`src/rtl/alu_op_issue.sv`:
```
// Issue stage for the combinational logic/shift/compare unit: a small command
// FIFO drives the unit, and a registered valid/ready stage captures its result.
module alu_op_issue #(
  parameter int WIDTH = 32,
  parameter int DEPTH = 4,
  parameter int TAG_W = 4
) (
  input  logic                    clk,
  input  logic                    rst_n,
  input  logic                    in_valid,
  output logic                    in_ready,
  input  logic [WIDTH-1:0]        in_a,
  input  logic [WIDTH-1:0]        in_b,
  input  logic [4:0]              in_op,
  input  logic [TAG_W-1:0]        in_tag,
  output logic [WIDTH-1:0]        alu_a,
  output logic [WIDTH-1:0]        alu_b,
  output logic [4:0]              alu_op,
  input  logic [WIDTH-1:0]        alu_result,
  output logic                    out_valid,
  input  logic                    out_ready,
  output logic [WIDTH-1:0]        out_result,
  output logic [TAG_W-1:0]        out_tag,
  output logic                    out_illegal,
  output logic [$clog2(DEPTH):0]  fifo_count
);

  localparam int PTR_W = $clog2(DEPTH);
  localparam int CNT_W = PTR_W + 1;
  localparam logic [CNT_W-1:0] FULL_CNT = CNT_W'(DEPTH);

  logic [WIDTH-1:0] mem_a_q   [DEPTH];
  logic [WIDTH-1:0] mem_b_q   [DEPTH];
  logic [4:0]       mem_op_q  [DEPTH];
  logic [TAG_W-1:0] mem_tag_q [DEPTH];

  logic [PTR_W-1:0] wr_ptr_q, wr_ptr_d;
  logic [PTR_W-1:0] rd_ptr_q, rd_ptr_d;
  logic [CNT_W-1:0] cnt_q, cnt_d;
  logic             out_valid_q, out_valid_d;
  logic [WIDTH-1:0] out_result_q, out_result_d;
  logic [TAG_W-1:0] out_tag_q, out_tag_d;
  logic             out_illegal_q, out_illegal_d;

  logic push, pop, empty, head_illegal;

  // Opcodes the downstream unit implements are 1..12; everything else is flagged.
  function automatic logic op_illegal(input logic [4:0] op);
    return (op == 5'd0) || (op > 5'd12);
  endfunction

  assign empty        = (cnt_q == '0);
  assign in_ready     = (cnt_q != FULL_CNT);
  assign push         = in_valid && in_ready;
  assign pop          = !empty && (!out_valid_q || out_ready);
  assign head_illegal = op_illegal(mem_op_q[rd_ptr_q]);

  // An empty FIFO presents opcode 0 so the unit idles with a zero result.
  assign alu_a  = empty ? '0 : mem_a_q[rd_ptr_q];
  assign alu_b  = empty ? '0 : mem_b_q[rd_ptr_q];
  assign alu_op = empty ? '0 : mem_op_q[rd_ptr_q];

  always_comb begin
    wr_ptr_d      = wr_ptr_q;
    rd_ptr_d      = rd_ptr_q;
    cnt_d         = cnt_q;
    out_valid_d   = out_valid_q;
    out_result_d  = out_result_q;
    out_tag_d     = out_tag_q;
    out_illegal_d = out_illegal_q;
    if (push) wr_ptr_d = wr_ptr_q + PTR_W'(1);
    if (pop)  rd_ptr_d = rd_ptr_q + PTR_W'(1);
    if (push && !pop)      cnt_d = cnt_q + CNT_W'(1);
    else if (pop && !push) cnt_d = cnt_q - CNT_W'(1);
    if (pop) begin
      out_valid_d   = 1'b1;
      out_result_d  = head_illegal ? '0 : alu_result;
      out_tag_d     = mem_tag_q[rd_ptr_q];
      out_illegal_d = head_illegal;
    end else if (out_valid_q && out_ready) begin
      out_valid_d = 1'b0;
    end
  end

  // Payload storage carries no reset; entries are only read once counted valid.
  always_ff @(posedge clk) begin
    if (push) begin
      mem_a_q[wr_ptr_q]   <= in_a;
      mem_b_q[wr_ptr_q]   <= in_b;
      mem_op_q[wr_ptr_q]  <= in_op;
      mem_tag_q[wr_ptr_q] <= in_tag;
    end
  end

  always_ff @(posedge clk or negedge rst_n) begin
    if (!rst_n) begin
      wr_ptr_q      <= '0;
      rd_ptr_q      <= '0;
      cnt_q         <= '0;
      out_valid_q   <= 1'b0;
      out_result_q  <= '0;
      out_tag_q     <= '0;
      out_illegal_q <= 1'b0;
    end else begin
      wr_ptr_q      <= wr_ptr_d;
      rd_ptr_q      <= rd_ptr_d;
      cnt_q         <= cnt_d;
      out_valid_q   <= out_valid_d;
      out_result_q  <= out_result_d;
      out_tag_q     <= out_tag_d;
      out_illegal_q <= out_illegal_d;
    end
  end

  assign out_valid   = out_valid_q;
  assign out_result  = out_result_q;
  assign out_tag     = out_tag_q;
  assign out_illegal = out_illegal_q;
  assign fifo_count  = cnt_q;

endmodule
```
`config.mk`:
```
export PLATFORM = sky130hd
export DESIGN_NAME = alu_op_issue
export DESIGN_NICKNAME = d
export VERILOG_FILES = /design/src/rtl/alu_op_issue.sv
export SDC_FILE = /design/constraint.sdc
export NUM_CORES = 1
export LEC_CHECK = 0
export CAP_MARGIN = 15
export CORE_AREA = 2 2 116 230
export CTS_CLUSTER_DIAMETER = 100
export CTS_CLUSTER_SIZE = 8
export DETAILED_ROUTE_END_ITERATION = 10
export DIE_AREA = 0 0 118 232
export HOLD_SLACK_MARGIN = 0.05
export PLACE_DENSITY = 0.78
export SLEW_MARGIN = 20
export SYNTH_ARGS = -nofsm -noshare
export SYNTH_HDL_FRONTEND = slang
export SYNTH_SLANG_ARGS = --single-unit
```
`constraint.sdc`:
```
create_clock -name clk -period 3.7 [get_ports clk]
set_clock_uncertainty 0.2 [all_clocks]
set_input_delay 0.555 -clock clk [delete_from_list [all_inputs] [get_ports clk]]
set_output_delay 0.555 -clock clk [all_outputs]
set_load 0.1 [all_outputs]
```
==> flow_results.xml <==
<?xml version="1.0" encoding="UTF-8"?>
<metrics>
  <group name="finish">
    <metric name="finish.net_count" unit="">1021</metric>
    <metric name="layout-drive-gt1-share" unit="">0.281</metric>
    <metric name="regArea" unit="sq mm">0.00990</metric>
    <metric name="multi_input_comb_area" unit="sq mm">0.00310</metric>
    <metric name="final.fill_count" unit="">1680</metric>
    <metric name="area_growth_syn_to_layout" unit="%">28.7</metric>
  </group>
  <group name="clocking">
    <metric name="cts.root.buffer_cell" unit="">sky130_fd_sc_hd__clkbuf_16</metric>
    <metric name="postCtsResizedCells" unit="">0</metric>
    <metric name="clkSinkCount" unit="">337</metric>
    <metric name="ctsHtreeMaxLevel" unit="">2</metric>
    <metric name="cts-buffers-inserted" unit="">48</metric>
    <metric name="cts.reportedPaths.clkPinSlew" unit="ns">0.05</metric>
    <metric name="cts_setup_buffers" unit="">0</metric>
    <metric name="holdBufCountCts" unit="">1</metric>
    <metric name="clock_latency_at_the_later_pin_of_the_worst_skew_pair" unit="ns">0.53</metric>
    <metric name="tritoncts" unit="">built</metric>
    <metric name="cts_max_path_buffers" unit="">3</metric>
  </group>
  <group name="global_route">
    <metric name="grt_antenna_before_repair" unit="">2</metric>
    <metric name="first_pass_grt_wire_length" unit="mm">43.7</metric>
    <metric name="first_global_vias" unit="">7638</metric>
    <metric name="grt_use_total" unit="">0.212</metric>
    <metric name="largest_net_degree_at_the_start_of_global_routing" unit="">71</metric>
    <metric name="global_route.overflow_total" unit="">0</metric>
  </group>
  <group name="critical_path">
    <metric name="critical_path.most_common_cell" unit="">sky130_fd_sc_hd__buf_4</metric>
    <metric name="required" unit="ns">2.94</metric>
    <metric name="reg2reg_setup_slack" unit="ns">0.93</metric>
    <metric name="cp_capture_type" unit="">primary output</metric>
    <metric name="timing.rr.end" unit="">out_result[11]$_DFFE_PN0P_</metric>
    <metric name="cp.arrival" unit="ns">2.64</metric>
    <metric name="critical_path.reg2reg.startpoint" unit="">rd_ptr_q[0]$_DFFE_PN0P_</metric>
    <metric name="critical_path.n_buffers_inverters" unit="">2</metric>
    <metric name="critPathMaxStageDelay" unit="ns">0.70</metric>
    <metric name="critical-path-top-delay-family" unit="">flip-flops</metric>
    <metric name="crit_type" unit="">reg -&gt; out</metric>
    <metric name="timing.critical_path.from_type" unit="">register</metric>
    <metric name="critical_path_peak_fanout" unit="">19</metric>
    <metric name="worstRegToRegCells" unit="">4</metric>
    <metric name="cp_slowest_cell" unit="">sky130_fd_sc_hd__dfrtp_4</metric>
    <metric name="cp_cell_sequence" unit="">buf_4 &gt; mux4_2 &gt; and2_1 &gt; buf_4</metric>
  </group>
  <group name="placed_design">
    <metric name="port-buffer-count" unit="">219</metric>
    <metric name="dp_hpwl" unit="mm">18.3</metric>
    <metric name="detailedPlace.worstSlack" unit="ns">0.701</metric>
    <metric name="routabilityCongestion" unit="">0.742</metric>
  </group>
  <group name="synth">
    <metric name="synth-simple-area-share" unit="">0.0399</metric>
    <metric name="netlist_instances" unit="">656</metric>
    <metric name="netlist-cell-type-count" unit="">30</metric>
    <metric name="synth_top_family_by_area" unit="">multiplexers</metric>
    <metric name="yosys.area.top_type_share" unit="">0.658</metric>
    <metric name="synth-xor-area-share" unit="">0.00394</metric>
    <metric name="leading_cell_type_by_number_of_instances_after_synthesis" unit="">sky130_fd_sc_hd__edfxtp_1</metric>
    <metric name="async_flop_share" unit="">0.134</metric>
    <metric name="ys_top_cells_by_count" unit="">sky130_fd_sc_hd__edfxtp_1 (292), sky130_fd_sc_hd__and2_1 (73), sky130_fd_sc_hd__mux4_2 (72), sky130_fd_sc_hd__dfrtp_1 (45), sky130_fd_sc_hd__inv_1 (36)</metric>
    <metric name="synth_top_cell_by_area" unit="">sky130_fd_sc_hd__edfxtp_1</metric>
    <metric name="synth_nets" unit="">771</metric>
    <metric name="synth_compound_area_frac" unit="">0.0526</metric>
    <metric name="share_of_synthesized_area_spent_on_multiplexers" unit="">0.129</metric>
    <metric name="synth-seq-area-share" unit="">0.742</metric>
    <metric name="synth-seq-cells" unit="">337</metric>
    <metric name="ys_warn_count" unit="">0</metric>
    <metric name="synth.cell_area" unit="sq mm">0.0133</metric>
    <metric name="yosys-top-cells-area" unit="">sky130_fd_sc_hd__edfxtp_1 (66%), sky130_fd_sc_hd__mux4_2 (12%), sky130_fd_sc_hd__dfrtp_1 (8.4%), sky130_fd_sc_hd__o41ai_2 (3.7%), sky130_fd_sc_hd__and2_1 (3.4%)</metric>
    <metric name="synth_edf_count" unit="">292</metric>
    <metric name="fraction_of_the_mapped_netlist_area_in_adder_cells" unit="">0.00620</metric>
    <metric name="synth_top_flop_cell" unit="">sky130_fd_sc_hd__edfxtp_1</metric>
    <metric name="synth.avg_cell_area" unit="sq um">20.3</metric>
  </group>
  <group name="worst_hold_path">
    <metric name="worst_hold_path.num_cells" unit="">1</metric>
    <metric name="hold_start" unit="">out_illegal$_DFFE_PN0P_</metric>
    <metric name="worst_hold_path_type" unit="">reg -&gt; reg</metric>
    <metric name="holdPathEnd" unit="">out_illegal$_DFFE_PN0P_</metric>
  </group>
  <group name="route">
    <metric name="drt-wirelength-per-cell" unit="microns">22.6</metric>
    <metric name="drt_pre_antenna_iters" unit="">5</metric>
    <metric name="detailroute.via_count" unit="">7001</metric>
    <metric name="detail_route.drc_violations" unit="">0</metric>
    <metric name="drtIter0Drc" unit="">485</metric>
    <metric name="finalWirelength" unit="mm">28.6</metric>
    <metric name="via_density_per_instance" unit="">5.53</metric>
    <metric name="route.antenna.remaining_nets" unit="">0</metric>
  </group>
  <group name="sta">
    <metric name="grt_setup_unrepaired" unit="">false</metric>
    <metric name="layout_min_cycle_time" unit="ns">3.40</metric>
    <metric name="share_of_the_clock_period_used_by_the_worst_path" unit="">0.918</metric>
    <metric name="max_clock_freq" unit="MHz">295</metric>
    <metric name="timing.final.hold_violations" unit="">0</metric>
    <metric name="final_max_tran_viols" unit="">0</metric>
    <metric name="tightest_slew" unit="ns">1.02</metric>
    <metric name="final.setup.tns" unit="ns">0</metric>
    <metric name="setup_viol" unit="">0</metric>
    <metric name="maxSlewHeadroom" unit="">0.317</metric>
    <metric name="worst_slack" unit="ns">0.305</metric>
  </group>
  <group name="die">
    <metric name="dieHeight" unit="microns">232</metric>
    <metric name="die_w" unit="microns">118</metric>
    <metric name="placementRows" unit="">83</metric>
    <metric name="pin_count" unit="">220</metric>
    <metric name="fp.dieArea" unit="sq mm">0.0274</metric>
    <metric name="initial_core_util" unit="">0.520</metric>
    <metric name="core_area" unit="sq mm">0.0257</metric>
  </group>
  <group name="outcome">
    <metric name="run_status" unit="">completed</metric>
  </group>
  <group name="run">
    <metric name="maximum_capacitance_violations" unit="">0</metric>
  </group>
</metrics>
## sequential cells by signal, indices dropped and copies added, names as in the netlist
register,cells
fifo_count,3
mem_tag_q,16
mem_b_q,128
mem_a_q,128
rd_ptr_q,2
out_tag,4
out_illegal,1
out_result,32
wr_ptr_q,2
out_valid,1
mem_op_q,20
## placed cells by master (no fill, tap or decap), types with 3 or more instances in the layout
| master | n |
|---|---|
| sky130_fd_sc_hd__o41ai_2 | 30 |
| sky130_fd_sc_hd__clkbuf_1 | 17 |
| sky130_fd_sc_hd__buf_4 | 82 |
| sky130_fd_sc_hd__clkbuf_16 | 48 |
| sky130_fd_sc_hd__mux4_2 | 72 |
| sky130_fd_sc_hd__xnor2_1 | 4 |
| sky130_fd_sc_hd__mux2_2 | 6 |
| sky130_fd_sc_hd__ha_1 | 5 |
| sky130_fd_sc_hd__and2_4 | 4 |
| sky130_fd_sc_hd__buf_12 | 9 |
| sky130_fd_sc_hd__dfrtp_1 | 43 |
| sky130_fd_sc_hd__inv_1 | 36 |
| sky130_fd_sc_hd__and2_1 | 69 |
| sky130_fd_sc_hd__o21ai_0 | 32 |
| sky130_fd_sc_hd__nor2_1 | 3 |
| sky130_fd_sc_hd__clkdlybuf4s50_1 | 148 |
| sky130_fd_sc_hd__edfxtp_1 | 292 |
## area by class of cell
class,instances,share of cell area
multi-input combinational,243,0.181
clock inverter,3,0.00197
sequential,337,0.577
antenna,2,0.000292
timing repair buffer,240,0.133
clock buffer,65,0.0737
tap,340,0.0248
inverter,36,0.00788
## how the worst max path moves through the flow
stage	startpoint	end	slack, ns	depth (start not counted)
floorplan	fifo_count[0]$_DFFE_PN0P_	alu_a[0]	0.56	4
global placement	in_valid	mem_b_q[1][6]$_DFFE_PP_	0.80	4
detailed placement	in_valid	fifo_count[2]$_DFFE_PN0P_	0.70	8
CTS	rd_ptr_q[0]$_DFFE_PN0P_	alu_b[30]	0.25	4
global route	rd_ptr_q[0]$_DFFE_PN0P_	alu_a[22]	0.16	4
finish	rd_ptr_q[0]$_DFFE_PN0P_	alu_a[22]	0.30	4
## per-layer routing
metal | GRT usage | wire, microns | vias to the layer above
met4 | 0.101 | 982 | 0
met5 | 0 | 0 | -
met3 | 0.0403 | 1650 | 56
li1 | - | - | 3090
met2 | 0.393 | 16000 | 288
met1 | 0.231 | 9960 | 3567
## cells by family (layout without fill, tap and decap cells)
| group | after synthesis | count (layout) |
|---|---|---|
| other | 0 | 2 |
| and+or+nand+nor | 85 | 85 |
| muxes | 79 | 79 |
| adders and majority gates | 6 | 6 |
| buffers and inverters | 76 | 344 |
| AOI/OAI and AO/OA | 67 | 67 |
| xor gates and xnor gates | 6 | 6 |
| DFF | 337 | 337 |
## metrics by stage
stage          hold slack [ns]  cell area (sq um)  utilization  cells
2_1_floorplan           0.0594              13300            -    656
3_3_place_gp             0.284              15800        0.617   1195
3_5_place_dp             0.293              15800        0.617   1195
4_1_cts                  0.305              17100        0.668   1264
5_1_grt                  0.332              17200        0.669   1266
6_report                 0.300              17200        0.669   1266
Power is not shown: default switching activity piles up to over one toggle a cycle in this logic, so the estimate is an artifact.
